--- config.mk ---
export PLATFORM = sky130hd
export DESIGN_NAME = mem_port_arbiter_flat
export DESIGN_NICKNAME = d
export VERILOG_FILES = /design/src/rtl/mem_arb_pkg.sv /design/src/rtl/mem_port_arbiter_if.sv /design/src/rtl/arb_starve_cnt.sv /design/src/rtl/mem_port_arbiter.sv /design/src/flat_wrapper.sv
export SDC_FILE = /design/constraint.sdc
export NUM_CORES = 1
export LEC_CHECK = 0
export BUFFER_PORTS_ARGS = -buffer_cell sky130_fd_sc_hd__buf_2
export CORE_ASPECT_RATIO = 0.75
export CORE_MARGIN = 10
export CORE_UTILIZATION = 32
export CTS_BUF_LIST = sky130_fd_sc_hd__clkbuf_4
export CTS_CLUSTER_DIAMETER = 100
export DETAILED_ROUTE_END_ITERATION = 16
export GPL_ROUTABILITY_DRIVEN = 0
export GPL_TIMING_DRIVEN = 0
export PLACE_DENSITY_LB_ADDON = 0.12
export SETUP_SLACK_MARGIN = 0.15
export SLEW_MARGIN = 10
export SYNTH_ARGS = -nofsm -noshare
export SYNTH_HDL_FRONTEND = slang
export SYNTH_SLANG_ARGS = --single-unit
--- constraint.sdc ---
create_clock -name clk -period 2.5 [get_ports clk]
set_clock_uncertainty 0.2 [all_clocks]
set_input_delay 0.5 -clock clk [delete_from_list [all_inputs] [get_ports clk]]
set_output_delay 0.5 -clock clk [all_outputs]
set_load 0.02 [all_outputs]
--- src/rtl/mem_arb_pkg.sv ---
// Shared defaults and FSM encoding for the instruction/data memory port arbiter.
package mem_arb_pkg;
  localparam int ADDR_W_DFLT     = 16;
  localparam int DATA_W_DFLT     = 16;
  localparam int STARVE_MAX_DFLT = 3;

  // State names the access that is in its response cycle.
  typedef enum logic [1:0] {
    IDLE    = 2'b00,
    RESP_IF = 2'b01,
    RESP_DM = 2'b10
  } arb_state_e;
endpackage

--- src/rtl/mem_port_arbiter_if.sv ---
// Fetch, data and memory-side signals of the arbiter. The slave modport is the
// arbiter's view; the master modport is the view of the requesters plus the memory.
interface mem_port_arbiter_if
  import mem_arb_pkg::*;
#(
  parameter int ADDR_W = ADDR_W_DFLT,
  parameter int DATA_W = DATA_W_DFLT
);
  logic              if_req;
  logic [ADDR_W-1:0] if_addr;
  logic [DATA_W-1:0] if_rdata;
  logic              if_ack;
  logic              dm_req;
  logic              dm_we;
  logic [ADDR_W-1:0] dm_addr;
  logic [DATA_W-1:0] dm_wdata;
  logic [DATA_W-1:0] dm_rdata;
  logic              dm_ack;
  logic              mem_en;
  logic              mem_we;
  logic [ADDR_W-1:0] mem_addr;
  logic [DATA_W-1:0] mem_wdata;
  logic [DATA_W-1:0] mem_rdata;
  logic              stall;

  modport slave (
    input  if_req, if_addr, dm_req, dm_we, dm_addr, dm_wdata, mem_rdata,
    output if_rdata, if_ack, dm_rdata, dm_ack, mem_en, mem_we, mem_addr, mem_wdata, stall
  );

  modport master (
    output if_req, if_addr, dm_req, dm_we, dm_addr, dm_wdata, mem_rdata,
    input  if_rdata, if_ack, dm_rdata, dm_ack, mem_en, mem_we, mem_addr, mem_wdata, stall
  );
endinterface

--- src/rtl/arb_starve_cnt.sv ---
// Saturating count of fetch losses; clear has priority over increment.
module arb_starve_cnt
  import mem_arb_pkg::*;
#(
  parameter int STARVE_MAX = STARVE_MAX_DFLT
) (
  input  logic clk,
  input  logic reset,
  input  logic inc,
  input  logic clr,
  output logic at_max
);
  localparam int CNT_W = (STARVE_MAX < 1) ? 1 : $clog2(STARVE_MAX + 1);
  localparam logic [CNT_W-1:0] CNT_MAX = CNT_W'(STARVE_MAX);

  logic [CNT_W-1:0] cnt_q, cnt_d;

  always_comb begin
    cnt_d = cnt_q;
    if (clr) begin
      cnt_d = '0;
    end else if (inc && (cnt_q != CNT_MAX)) begin
      cnt_d = cnt_q + CNT_W'(1);
    end
  end

  always_ff @(posedge clk) begin
    if (reset) begin
      cnt_q <= '0;
    end else begin
      cnt_q <= cnt_d;
    end
  end

  assign at_max = (cnt_q == CNT_MAX);
endmodule

--- src/rtl/mem_port_arbiter.sv ---
// Shares one synchronous single-port memory between instruction fetch and data
// accesses: issue in one cycle, acknowledge with read data in the next.
module mem_port_arbiter
  import mem_arb_pkg::*;
#(
  parameter int ADDR_W     = ADDR_W_DFLT,
  parameter int DATA_W     = DATA_W_DFLT,
  parameter int STARVE_MAX = STARVE_MAX_DFLT
) (
  input  logic              clk,
  input  logic              reset,
  mem_port_arbiter_if.slave bus
);
  arb_state_e        state_q, state_d;
  logic              load_q, load_d;
  logic              if_elig, dm_elig;
  logic              grant_if, grant_dm;
  logic              at_max;
  logic              if_ack, dm_ack;
  logic              issue_en, issue_we;
  logic [ADDR_W-1:0] issue_addr;
  logic [DATA_W-1:0] issue_wdata;

  // A requester in its own ack cycle still has req high and must not be re-granted.
  always_comb begin
    if_elig  = bus.if_req && (state_q != RESP_IF);
    dm_elig  = bus.dm_req && (state_q != RESP_DM);
    grant_if = 1'b0;
    grant_dm = 1'b0;
    if (!reset) begin
      if (if_elig && dm_elig) begin
        grant_if = at_max;
        grant_dm = !at_max;
      end else begin
        grant_if = if_elig;
        grant_dm = dm_elig;
      end
    end
  end

  always_comb begin
    state_d     = IDLE;
    load_d      = 1'b0;
    issue_en    = 1'b0;
    issue_we    = 1'b0;
    issue_addr  = '0;
    issue_wdata = '0;
    if (grant_dm) begin
      state_d     = RESP_DM;
      load_d      = !bus.dm_we;
      issue_en    = 1'b1;
      issue_we    = bus.dm_we;
      issue_addr  = bus.dm_addr;
      issue_wdata = bus.dm_wdata;
    end else if (grant_if) begin
      state_d    = RESP_IF;
      issue_en   = 1'b1;
      issue_addr = bus.if_addr;
    end
  end

  always_ff @(posedge clk) begin
    if (reset) begin
      state_q <= IDLE;
      load_q  <= 1'b0;
    end else begin
      state_q <= state_d;
      load_q  <= load_d;
    end
  end

  arb_starve_cnt #(
    .STARVE_MAX (STARVE_MAX)
  ) u_starve_cnt (
    .clk    (clk),
    .reset  (reset),
    .inc    (grant_dm && bus.if_req),
    .clr    (grant_if),
    .at_max (at_max)
  );

  // Everything is forced quiet while reset is high, including the in-flight ack.
  assign if_ack        = !reset && (state_q == RESP_IF);
  assign dm_ack        = !reset && (state_q == RESP_DM);
  assign bus.if_ack    = if_ack;
  assign bus.dm_ack    = dm_ack;
  assign bus.if_rdata  = if_ack ? bus.mem_rdata : '0;
  assign bus.dm_rdata  = (dm_ack && load_q) ? bus.mem_rdata : '0;
  assign bus.mem_en    = issue_en;
  assign bus.mem_we    = issue_we;
  assign bus.mem_addr  = issue_addr;
  assign bus.mem_wdata = issue_wdata;
  assign bus.stall     = !reset && ((bus.if_req && !if_ack) || (bus.dm_req && !dm_ack));
endmodule
--- src/flat_wrapper.sv ---
// flat-port wrapper written by rule: the top's interface ports become plain ports
module mem_port_arbiter_flat import mem_arb_pkg::*;
#(
  parameter int ADDR_W     = ADDR_W_DFLT,
  parameter int DATA_W     = DATA_W_DFLT,
  parameter int STARVE_MAX = STARVE_MAX_DFLT
)
  (clk, reset, bus_if_req, bus_if_addr, bus_dm_req, bus_dm_we, bus_dm_addr, bus_dm_wdata, bus_mem_rdata, bus_if_rdata, bus_if_ack, bus_dm_rdata, bus_dm_ack, bus_mem_en, bus_mem_we, bus_mem_addr, bus_mem_wdata, bus_stall);
  mem_port_arbiter_if #(.ADDR_W(ADDR_W), .DATA_W(DATA_W)) bus_i ();
  input  logic clk;
  input  logic reset;
  input wire logic [$bits(bus_i.if_req)-1:0] bus_if_req;
  input wire logic [$bits(bus_i.if_addr)-1:0] bus_if_addr;
  input wire logic [$bits(bus_i.dm_req)-1:0] bus_dm_req;
  input wire logic [$bits(bus_i.dm_we)-1:0] bus_dm_we;
  input wire logic [$bits(bus_i.dm_addr)-1:0] bus_dm_addr;
  input wire logic [$bits(bus_i.dm_wdata)-1:0] bus_dm_wdata;
  input wire logic [$bits(bus_i.mem_rdata)-1:0] bus_mem_rdata;
  output wire logic [$bits(bus_i.if_rdata)-1:0] bus_if_rdata;
  output wire logic [$bits(bus_i.if_ack)-1:0] bus_if_ack;
  output wire logic [$bits(bus_i.dm_rdata)-1:0] bus_dm_rdata;
  output wire logic [$bits(bus_i.dm_ack)-1:0] bus_dm_ack;
  output wire logic [$bits(bus_i.mem_en)-1:0] bus_mem_en;
  output wire logic [$bits(bus_i.mem_we)-1:0] bus_mem_we;
  output wire logic [$bits(bus_i.mem_addr)-1:0] bus_mem_addr;
  output wire logic [$bits(bus_i.mem_wdata)-1:0] bus_mem_wdata;
  output wire logic [$bits(bus_i.stall)-1:0] bus_stall;
  assign bus_i.if_req = bus_if_req;
  assign bus_i.if_addr = bus_if_addr;
  assign bus_i.dm_req = bus_dm_req;
  assign bus_i.dm_we = bus_dm_we;
  assign bus_i.dm_addr = bus_dm_addr;
  assign bus_i.dm_wdata = bus_dm_wdata;
  assign bus_i.mem_rdata = bus_mem_rdata;
  assign bus_if_rdata = bus_i.if_rdata;
  assign bus_if_ack = bus_i.if_ack;
  assign bus_dm_rdata = bus_i.dm_rdata;
  assign bus_dm_ack = bus_i.dm_ack;
  assign bus_mem_en = bus_i.mem_en;
  assign bus_mem_we = bus_i.mem_we;
  assign bus_mem_addr = bus_i.mem_addr;
  assign bus_mem_wdata = bus_i.mem_wdata;
  assign bus_stall = bus_i.stall;
  mem_port_arbiter #(.ADDR_W(ADDR_W), .DATA_W(DATA_W), .STARVE_MAX(STARVE_MAX)) u_core (.clk(clk), .reset(reset), .bus(bus_i));
endmodule
Word-level counts from Yosys, hierarchy flattened

Index checks and enable logic that the tools add are counted.

Add/sub/neg operators: 1
Equality and inequality tests: 6
Mux-type cells: 14
Bitwise operators: 1
Reductions and logical operators: 20

Operator list:

| operator              | number |
|---|---|
| $mux W16              | 5 |
| $logic_and A1 B1 Y1   | 11 |
| $mux W1               | 8 |
| $reduce_or A2 Y1      | 3 |
| $logic_not A1 Y1      | 5 |
| $eq A2 B2 Y1 const B  | 2 |
| $ne A2 B2 Y1 const B  | 2 |
| $add A2 B1 Y2 const B | 1 |
| $eq A2 B1 Y1 const B  | 1 |
| $mux W2               | 1 |
| $ne A2 B1 Y1 const B  | 1 |
| $logic_or A1 B1 Y1    | 1 |
| $not A1 Y1            | 1 |

Register bits: 5
Bits of input ports: 69
Output and inout port bits: 69
Word-level logic and storage cells: 46

Depth between registers and ports, before layout

Gate-level depths: netlist of the first run.

Depth in word-level cells: 7
Gate-level depth with buffers: 7
Gate-level depth less buffers: 5

Modules after synthesis

A second synthesis of the first run with hierarchy kept.

Cells, all modules: 138
Area total of the unflattened synthesis: 922.1 µm²

Modules (own cells, without submodules):

| module           | instances | cells an instance | area an instance (µm²) | sequential area each (µm²) |
|---|---|---|---|---|
| mem_port_arbiter | 1         | 130               | 817.0                  | 60.1 |
| arb_starve_cnt   | 1         | 8                 | 105.1                  | 40.0 |

Worst setup path after synthesis of the first run

Ideal clock, no wire load.

Path kind: flip-flop to output port
Start point: register u_core.u_starve_cnt.cnt_q[0]
End point: output port bus_mem_addr[0]
Data arrival time: 1,622 ps
Data required time: 1,800 ps
Path slack: 178 ps
Cell stages (with the launch flop): 5
Path buffers: 0
Path through: dfxtp_1 ha_1 and2b_4 maj3_2 o32ai_1

Cells in the longest elaborated chain, start to end: 5
Elaborated cells between the ends (all ways): 8
Classes of those cells: eq/ne: 1; mux: 6; reduce/logical: 1

RTL lines:

| what                                               | line                                           | source |
|---|---|---|
| start: declaration                                 | arb_starve_cnt.sv:16                           | `logic [CNT_W-1:0] cnt_q, cnt_d;` |
| start signal: assignment                           | arb_starve_cnt.sv:31                           | `cnt_q <= cnt_d;` |
| $eq A2 B2 Y1 *                                     | arb_starve_cnt.sv:35                           | `assign at_max = (cnt_q == CNT_MAX);` |
| $mux W1 / $logic_not A1 Y1 (equally long branches) | mem_port_arbiter.sv:31, mem_port_arbiter.sv:33 |  |
| $mux W1 (on tied branches)                         | mem_port_arbiter.sv:30, mem_port_arbiter.sv:31 |  |
| $mux W16 / $mux W1 (equally long branches)         | mem_port_arbiter.sv:55, mem_port_arbiter.sv:30 |  |
| $mux W16 *                                         | mem_port_arbiter.sv:48                         | `if (grant_dm) begin` |
| end: declaration                                   | flat_wrapper.sv:25                             | `output wire logic [$bits(bus_i.mem_addr)-1:0] bus_mem_addr;` |

Mark *: on every way between the ends. The rest lies on a longest branch, timed or not.

Final worst setup path of the first run

Start point: register u_core.u_starve_cnt.cnt_q[1]
End point: output port bus_mem_addr[1]

The elaborated chain is that of the path after synthesis.

==> results of run 1 <==
==> layer usage <==
metal | vias up | routed length [um] | track usage, % | share of wire, %
met1 | 654 | 1710 | 14.2 | 34
met2 | 57 | 2770 | 29.3 | 55
met4 | 0 | 0 | 1.84 | 0
li1 | 741 | - | - | -
met3 | 0 | 529 | 7.96 | 11
met5 | - | 0 | 0 | 0
==> sequential cells by signal (all words and copies together), names as in the netlist <==
name / flops
u_core.load_q: 1
u_core.state_q: 2
u_core.u_starve_cnt.cnt_q: 2
==> critical path: cells and delay by family (launching register included) <==
| family | cells | cell delay [ns] |
|---|---|---|
| AND/OR/NAND/NOR | 1 | 0.19 |
| AO/OA/AOI/OAI | 1 | 0.27 |
| buffers and inverters | 2 | 0.30 |
| flip-flops | 1 | 0.34 |
| adder cells (fa/ha/maj) | 2 | 0.47 |
==> area by class of cell <==
class	count	area (um^2)	area share [%]
Timing Repair Buffer	145	910	42.0
Multi-Input combinational cell	90	847	39.1
Inverter	35	139	6.41
Sequential cell	5	104	4.79
Buffer	9	85.1	3.92
Tap cell	38	47.5	2.19
Clock buffer	4	30.0	1.38
Timing Repair inverter	1	6.26	0.289
==> cell families after synthesis <==
family,share of synthesized area (%)
buffers and inverters,21.0
adder cells (fa/ha/maj),2.36
AND/OR/NAND/NOR,41.0
AO/OA/AOI/OAI,24.6
multiplexers,1.12
flip-flops,9.94
==> synth_stat cells, types with 2 or more instances <==
| library cell | n |
|---|---|
| sky130_fd_sc_hd__buf_2 | 2 |
| sky130_fd_sc_hd__nand2b_1 | 4 |
| sky130_fd_sc_hd__o32ai_2 | 9 |
| sky130_fd_sc_hd__inv_1 | 34 |
| sky130_fd_sc_hd__buf_6 | 4 |
| sky130_fd_sc_hd__nor3_1 | 2 |
| sky130_fd_sc_hd__o32ai_1 | 7 |
| sky130_fd_sc_hd__nor2_1 | 5 |
| sky130_fd_sc_hd__dfxtp_1 | 5 |
| sky130_fd_sc_hd__clkbuf_1 | 2 |
| sky130_fd_sc_hd__and2_1 | 49 |
==> path summary, 6_finish.rpt <==
| kind | start | endpoint | slack (ns) | cells after the start |
|---|---|---|---|---|
| setup / recovery | u_core.u_starve_cnt.cnt_q[1] | bus_mem_addr[1] | -0.01 | 6 |
| hold / removal | bus_dm_we | u_core.load_q | 0.23 | 2 |
| setup reg to reg | u_core.u_starve_cnt.cnt_q[1] | u_core.u_starve_cnt.cnt_q[0] | 0.84 | 5 |
| hold reg to reg | u_core.u_starve_cnt.cnt_q[1] | u_core.u_starve_cnt.cnt_q[1] | 0.30 | 1 |
==> through the flow <==
step / hold slack [ns] / instances / setup TNS (ns)
2_1_floorplan: 0.253 / 139 / 0
4_1_cts: 0.220 / 325 / -0.00508
6_report: 0.232 / 327 / -0.0150
3_3_place_gp: 0.277 / 313 / 0
5_1_grt: 0.237 / 327 / -1.24
3_5_place_dp: 0.276 / 313 / 0
==> power by group <==
| part | switching, mW | total (mW) | internal [mW] |
|---|---|---|---|
| Combinational | 0.176 | 0.355 | 0.179 |
| Clock | 0.0323 | 0.103 | 0.0711 |
| Sequential | 0.00520 | 0.0902 | 0.0850 |
| Total | 0.214 | 0.549 | 0.335 |
==> timing repair <==
item | in CTS | in global routing
pin swaps | 6 | 16
hold buffers | 0 | 0
endpoints found under the setup margin | 53 | 51
gates cloned | 2 | 0
resized for setup | 62 | 36
buffers inserted | 6 | 2
==> reports/qor.csv, run 1 <==
metric,value,unit
status,finished with violations,
violations_in_the_final_reports,negative setup slack,
finalSetupViolations,1,
tritoncts.num_buffers,3,
avg_cell_area_syn,7.25,um^2
final_hold_violating_endpoints,0,
detailedRoute.firstPassIterationCount,4,
grt_pass1_wl,7290,um
cts-htree-levels,1,
power-per-cell-area,253,nW/um^2
timing.critical_path.slowest_cell_delay,0.34,ns
final.period_utilization,101,%
die_h,68.6,um
cts.root.buffer_cell,sky130_fd_sc_hd__clkbuf_4,
synth.top_cells.by_area,"sky130_fd_sc_hd__and2_1 30%, sky130_fd_sc_hd__o32ai_2 15%, sky130_fd_sc_hd__inv_1 13%",
tritoncts,built,
drtAntennaViolNets,0,
slowest_stage,sky130_fd_sc_hd__dfxtp_2,
critical_path_required,1.80,ns
tightest_slew,0.443,ns
syn_area,1010,um^2
synthFlopType,sky130_fd_sc_hd__dfxtp_1,
asyncSetResetFlopFracSynth,0,%
ratio_of_routed_vias_to_standard_cells,4.44,
timing.setup.critical_path_class,flop to output pin,
layout_setup_ws,-0.0150,ns
path_common_cell,sky130_fd_sc_hd__buf_6,
detail_route.drc_violations,0,
routed_wire_per_std_cell,15.3,um
post_detailed_routing_wire_length,5000,um
most_used_cells_in_the_layout_excluding_fill_and_tap_cells,"105 x sky130_fd_sc_hd__buf_2, 34 x sky130_fd_sc_hd__inv_1, 32 x sky130_fd_sc_hd__and2_1",
route.vias.total,1452,
worst_ir_drop_on_vdd,0.000187,V
placed_cell_area,1740,um^2
insertion_delay,0.24,ns
post_synthesis_cell_type_count,27,
arrival_time_reported_for_the_critical_path_endpoint,1.81,ns
rsz0062_at_grt,yes,
yosysWarningCount,0,
postSynthCellCount,139,
drv.max_cap_violation_count,0,
detail_route.iter0.violations,32,
fin_util,72.8,%
grt_usage,14.9,%
final_common_cell,sky130_fd_sc_hd__buf_2,
placementRows,17,
fin_total_pwr,0.549,mW
largest_net_degree_at_the_start_of_global_routing,11,
hold_class,input pin to flop,
final_area,2170,um^2
final_max_slew_viol_count,0,
clk_pin_slew_worst_paths,0.04,ns
worst_slew_margin_rel,70.1,%
fillers,254,
synth-edff-count,0,
num_antenna_cells,0,
leakage,1.30,nW
area_growth_syn_to_layout,115,%
critical_path_peak_fanout,5,
initial_core_util,33.8,%
path_cells,ha_4 > and2b_4 > maj3_2 > buf_6 > o32ai_4 > buf_6,
clock_path_buffers,2,
layout_cell_share_with_drive_strength_beyond_1,71.6,%
period_needed,2.51,ns
place.port_buffers,136,
nets,360,
final_hpwl_dp,3780,um
netlist.top_cell.by_area,sky130_fd_sc_hd__and2_1,
die-area,5810,um^2
io-pin-count,138,
tritoncts_num_sinks,5,
number_of_antenna_violations_at_the_first_check_in_global_routing,0,
first_global_vias,1600,
critical_path.startpoint_type,flop,
detailedPlace.worstSlack,0.0343,ns
global_route.overflow_total,0,
design.core.area,2980,um^2
seq_area_frac_synth,9.94,%
cp-end-kind,output pin,
die_span_x,84.8,um
fmax,398,MHz
postSynthRegisterBits,5,
synth_top_area_share,30.4,%
synth_fp_nets,209,
No activity file was read; power rests on OpenSTA's default activity.
==> inputs of run 2 (changes only) <==
--- a/config.mk
+++ b/config.mk
@@ -15,4 +15,5 @@
 export GPL_ROUTABILITY_DRIVEN = 0
 export GPL_TIMING_DRIVEN = 0
+export MAX_ROUTING_LAYER = met4
 export PLACE_DENSITY_LB_ADDON = 0.12
 export SETUP_SLACK_MARGIN = 0.15
==> constraint.sdc (replaced) <==
create_clock -name clk -period 2.5 [get_ports clk]
set_clock_uncertainty 0.2 [all_clocks]
set_input_delay 0.5 -clock clk [delete_from_list [all_inputs] [get_ports clk]]
set_output_delay 0.5 -clock clk [all_outputs]
set_load 0.01 [all_outputs]
==> reports/qor.csv, run 2 (synthesis results as in run 1) <==
metric,value,unit
status,completed,
initial_core_util,33.8,%
post_detailed_routing_wire_length,4840,um
crit_buf_inv,2,
final_hold_violating_endpoints,0,
clock_path_buffers,2,
global_route.overflow_total,0,
drv.max_cap_violation_count,0,
arrival_time_reported_for_the_critical_path_endpoint,1.77,ns
worst_ir_drop_on_vdd,0.000199,V
io-pin-count,138,
slowest_stage,sky130_fd_sc_hd__dfxtp_2,
finalSetupViolations,0,
placedCellCount,313,
critical_path_required,1.80,ns
detailedRoute.firstPassIterationCount,4,
fillers,262,
reg2regPathDepth,5,
cts.root.buffer_cell,sky130_fd_sc_hd__clkbuf_4,
tightest_slew,0.420,ns
finalNonFillerCells,327,
place.port_buffers,136,
nets,360,
timing.setup.critical_path_class,flop to output pin,
drtAntennaViolNets,0,
clk_pin_slew_worst_paths,0.04,ns
grt_usage,14.6,%
hold_buffers,0,
tritoncts_num_sinks,5,
layout_setup_ws,0.0281,ns
die-area,5810,um^2
final_common_cell,sky130_fd_sc_hd__buf_2,
fmax,405,MHz
largest_net_degree_at_the_start_of_global_routing,11,
detailedPlace.worstSlack,0.0675,ns
final_hpwl_dp,3780,um
power-per-cell-area,237,nW/um^2
die_h,68.6,um
number_of_antenna_violations_at_the_first_check_in_global_routing,0,
critical_path.startpoint_type,flop,
first_global_vias,1557,
timing.critical_path.slowest_cell_delay,0.34,ns
fin_util,70.8,%
detail_route.drc_violations,0,
period_needed,2.47,ns
tritoncts.num_buffers,3,
tritoncts,built,
cp-end-kind,output pin,
cts-htree-levels,1,
area_growth_syn_to_layout,109,%
timing.hold.worst_path_depth,2,
worst_slew_margin_rel,71.6,%
critical_path_peak_fanout,10,
num_antenna_cells,0,
placementRows,17,
hold_class,input pin to flop,
final.period_utilization,98.9,%
grt_pass1_wl,6980,um
worstSetupPathDepth,6,
insertion_delay,0.24,ns
worst_path_dominant_cell_family,adder cells,
layout_cell_share_with_drive_strength_beyond_1,70.9,%
leakage,1.29,nW
design.core.area,2980,um^2
routed_wire_per_std_cell,14.8,um
ratio_of_routed_vias_to_standard_cells,4.40,
largestRegisters,"u_core.state_q (2), u_core.u_starve_cnt.cnt_q (2), u_core.load_q (1)",
final_max_slew_viol_count,0,
most_used_cells_in_the_layout_excluding_fill_and_tap_cells,"123 x sky130_fd_sc_hd__buf_2, 34 x sky130_fd_sc_hd__inv_1, 33 x sky130_fd_sc_hd__and2_1",
die_span_x,84.8,um
rsz0062_at_grt,yes,
detail_route.iter0.violations,43,
fin_setup_tns,0,ns
path_cells,ha_4 > and2b_4 > maj3_2 > buf_6 > o32ai_2 > buf_2,
route.vias.total,1439,
run 2: changes by cell type in the layout (fill, tap and decap cells not counted), sizes merged:
cell	previous run	this run
inv	36	35
buf	152	154
clkbuf	6	5
run 2: layer usage:
layer | track usage (%) | part of all wire, % | wire length [um]
met1 | 14.9 | 38 | 1840
met4 | 1.84 | 0.78 | 38
met3 | 5.27 | 7.8 | 376
met5 | - | 0 | 0
met2 | 27.4 | 53 | 2590
run 2: power breakdown:
part           switching (mW)  internal (mW)
combinational           0.139          0.167
sequential            0.00506         0.0850
clock                  0.0320         0.0711
total                   0.176          0.323
run 2: final timing paths:
kind	from	slack, ns	endpoint
min	bus_dm_we	0.23	u_core.load_q
min reg2reg	u_core.u_starve_cnt.cnt_q[1]	0.30	u_core.u_starve_cnt.cnt_q[1]
max reg2reg	u_core.u_starve_cnt.cnt_q[1]	0.86	u_core.u_starve_cnt.cnt_q[0]
max	u_core.u_starve_cnt.cnt_q[1]	0.03	bus_mem_addr[14]
run 2: layout make-up:
class / count / area, um^2 / share of cell area, %
Tap cell: 38 / 47.5 / 2.26
Multi-Input combinational cell: 90 / 831 / 39.4
Sequential cell: 5 / 104 / 4.93
Clock buffer: 4 / 30.0 / 1.43
Timing Repair Buffer: 146 / 876 / 41.6
Buffer: 9 / 80.1 / 3.80
Inverter: 35 / 139 / 6.59
run 2: metrics by stage:
| stage | hold WS, ns | area, um^2 | total power [mW] |
|---|---|---|---|
| final | 0.233 | 2110 | 0.498 |
| after global routing | 0.237 | 2110 | 0.539 |
| after CTS | 0.220 | 1940 | 0.470 |
| after detailed placement | 0.276 | 1740 | 0.326 |
| after global placement | 0.277 | 1740 | 0.324 |
| after floorplan | 0.253 | 1010 | 0.216 |
run 2: what timing repair did:
action | 4_1_cts | 5_1_grt
gates cloned | 1 | 0
setup buffers | 7 | 2
pin swaps | 6 | 15
endpoints found under the setup margin | 52 | 52
resized for setup | 20 | 38
==> inputs of run 3 (changes only) <==
Settings changed: CELL_PAD_IN_SITES_DETAIL_PLACEMENT set to 1, CELL_PAD_IN_SITES_GLOBAL_PLACEMENT set to 1, CORE_UTILIZATION 32 to 19, GPL_ROUTABILITY_DRIVEN 0 to 1.
==> reports/qor.csv, run 3 (synthesis results as in run 1) <==
metric,value,unit
fillers,665,
fin_setup_tns,-0.0977,ns
detail_route.drc_violations,0,
leakage,1.31,nW
final_hpwl_dp,4610,um
tritoncts,built,
detail_route.iter0.violations,25,
clk_pin_slew_worst_paths,0.05,ns
first_global_vias,1685,
cts.root.buffer_cell,sky130_fd_sc_hd__clkbuf_4,
cts-htree-levels,1,
place.port_buffers,136,
die-area,8640,um^2
slowest_stage,sky130_fd_sc_hd__maj3_4,
violations_in_the_final_reports,negative setup slack,
power-per-cell-area,238,nW/um^2
largest_net_degree_at_the_start_of_global_routing,11,
layout_setup_ws,-0.0240,ns
ratio_of_routed_vias_to_standard_cells,4.10,
num_antenna_cells,0,
hold_class,input pin to flop,
fmax,396,MHz
hold_buffers,0,
final_max_slew_viol_count,0,
io-pin-count,138,
routed_wire_per_std_cell,15.7,um
tritoncts.num_buffers,3,
clock_path_buffers,2,
final_common_cell,sky130_fd_sc_hd__buf_2,
finalSetupViolations,8,
die_h,83.1,um
timing.setup.critical_path_class,flop to output pin,
placementRows,22,
rsz0062_at_grt,yes,
worst_slew_margin_rel,68.3,%
grt_pass1_wl,9030,um
drv.max_cap_violation_count,0,
worst_setup_path_startpoint,u_core.u_starve_cnt.cnt_q[1],
insertion_delay,0.25,ns
worstHoldStart,bus_dm_we,
layout_cell_share_with_drive_strength_beyond_1,71.7,%
design.core.area,5010,um^2
initial_core_util,20.1,%
critical_path_required,1.80,ns
worst_ir_drop_on_vdd,0.000131,V
nets,361,
arrival_time_reported_for_the_critical_path_endpoint,1.82,ns
final.period_utilization,101,%
final_hold_violating_endpoints,0,
global_route.overflow_total,0,
period_needed,2.52,ns
fin_total_pwr,0.524,mW
timing.critical_path.slowest_cell_delay,0.38,ns
critical_path_peak_fanout,5,
post_detailed_routing_wire_length,5700,um
most_used_cells_in_the_layout_excluding_fill_and_tap_cells,"121 x sky130_fd_sc_hd__buf_2, 34 x sky130_fd_sc_hd__inv_1, 32 x sky130_fd_sc_hd__and2_1",
path_cells,ha_4 > and2b_4 > maj3_4 > buf_8 > o32ai_2 > buf_2,
timing.rr.start,u_core.u_starve_cnt.cnt_q[1],
critical_path.startpoint_type,flop,
area_growth_syn_to_layout,119,%
die_span_x,104,um
ff2ff_setup_slack,0.75,ns
detailedRoute.firstPassIterationCount,4,
number_of_antenna_violations_at_the_first_check_in_global_routing,0,
tritoncts_num_sinks,5,
grt_usage,12.8,%
tightest_slew,0.469,ns
largestRegisters,"u_core.state_q (2), u_core.u_starve_cnt.cnt_q (2), u_core.load_q (1)",
finalWeightedCongestion,0.725,
fin_util,44.0,%
drtAntennaViolNets,0,
cp-end-kind,output pin,
route.vias.total,1485,
status,finished with violations,
run 3: cell type report:
| class | count | area [um^2] | share of cell area, % |
|---|---|---|---|
| inverters | 35 | 139 | 6.30 |
| flip-flops and latches | 5 | 104 | 4.71 |
| well taps | 72 | 90.1 | 4.09 |
| repair buffers | 147 | 913 | 41.5 |
| multi-input cells | 90 | 843 | 38.3 |
| clock buffers | 4 | 30.0 | 1.36 |
| plain buffers | 9 | 83.8 | 3.80 |
run 3: metal layers:
| layer | share of wire, % | GRT usage [%] | wire length [um] | vias to the layer above |
|---|---|---|---|---|
| met1 | 41 | 14.6 | 2320 | 684 |
| met3 | 6.7 | 3.78 | 383 | 0 |
| met2 | 53 | 22.7 | 3000 | 57 |
| li1 | - | - | - | 744 |
| met4 | 0 | 0.375 | 0 | 0 |
| met5 | 0 | - | 0 | - |
run 3: worst paths after layout:
kind | depth (start not counted) | to
hold reg to reg | 1 | u_core.u_starve_cnt.cnt_q[1]
setup / recovery | 6 | bus_mem_addr[8]
setup reg to reg | 9 | u_core.state_q[1]
hold / removal | 2 | u_core.load_q
run 3: critical path, delay by kind of cell (launching register included):
family	cells	cell delay (ns)
DFF	1	0.35
and+or+nand+nor	1	0.18
adders and majority gates	2	0.52
buffers and inverters	2	0.34
AOI/OAI and AO/OA	1	0.20
run 3: per-stage QoR:
stage	hold slack, ns	cell area, um^2	worst slack, ns	instances
CTS	0.241	2110	-0.0351	362
finish	0.262	2200	-0.0240	362
detailed placement	0.275	1780	0.0263	347
global placement	0.272	1780	0.0230	347
floorplan	0.253	1010	0.340	139
global route	0.259	2200	-0.0991	362
run 3: repair_timing:
action | in CTS | in global routing
endpoints found under the setup margin | 52 | 52
pin swaps | 22 | 3
cloned | 2 | 0
gates resized for setup | 44 | 21
buffers inserted | 9 | 0
run 3: power by group:
group	internal, mW	switching [mW]	total (mW)
Sequential	0.0849	0.00545	0.0903
Clock	0.0713	0.0354	0.107
Combinational	0.181	0.146	0.327
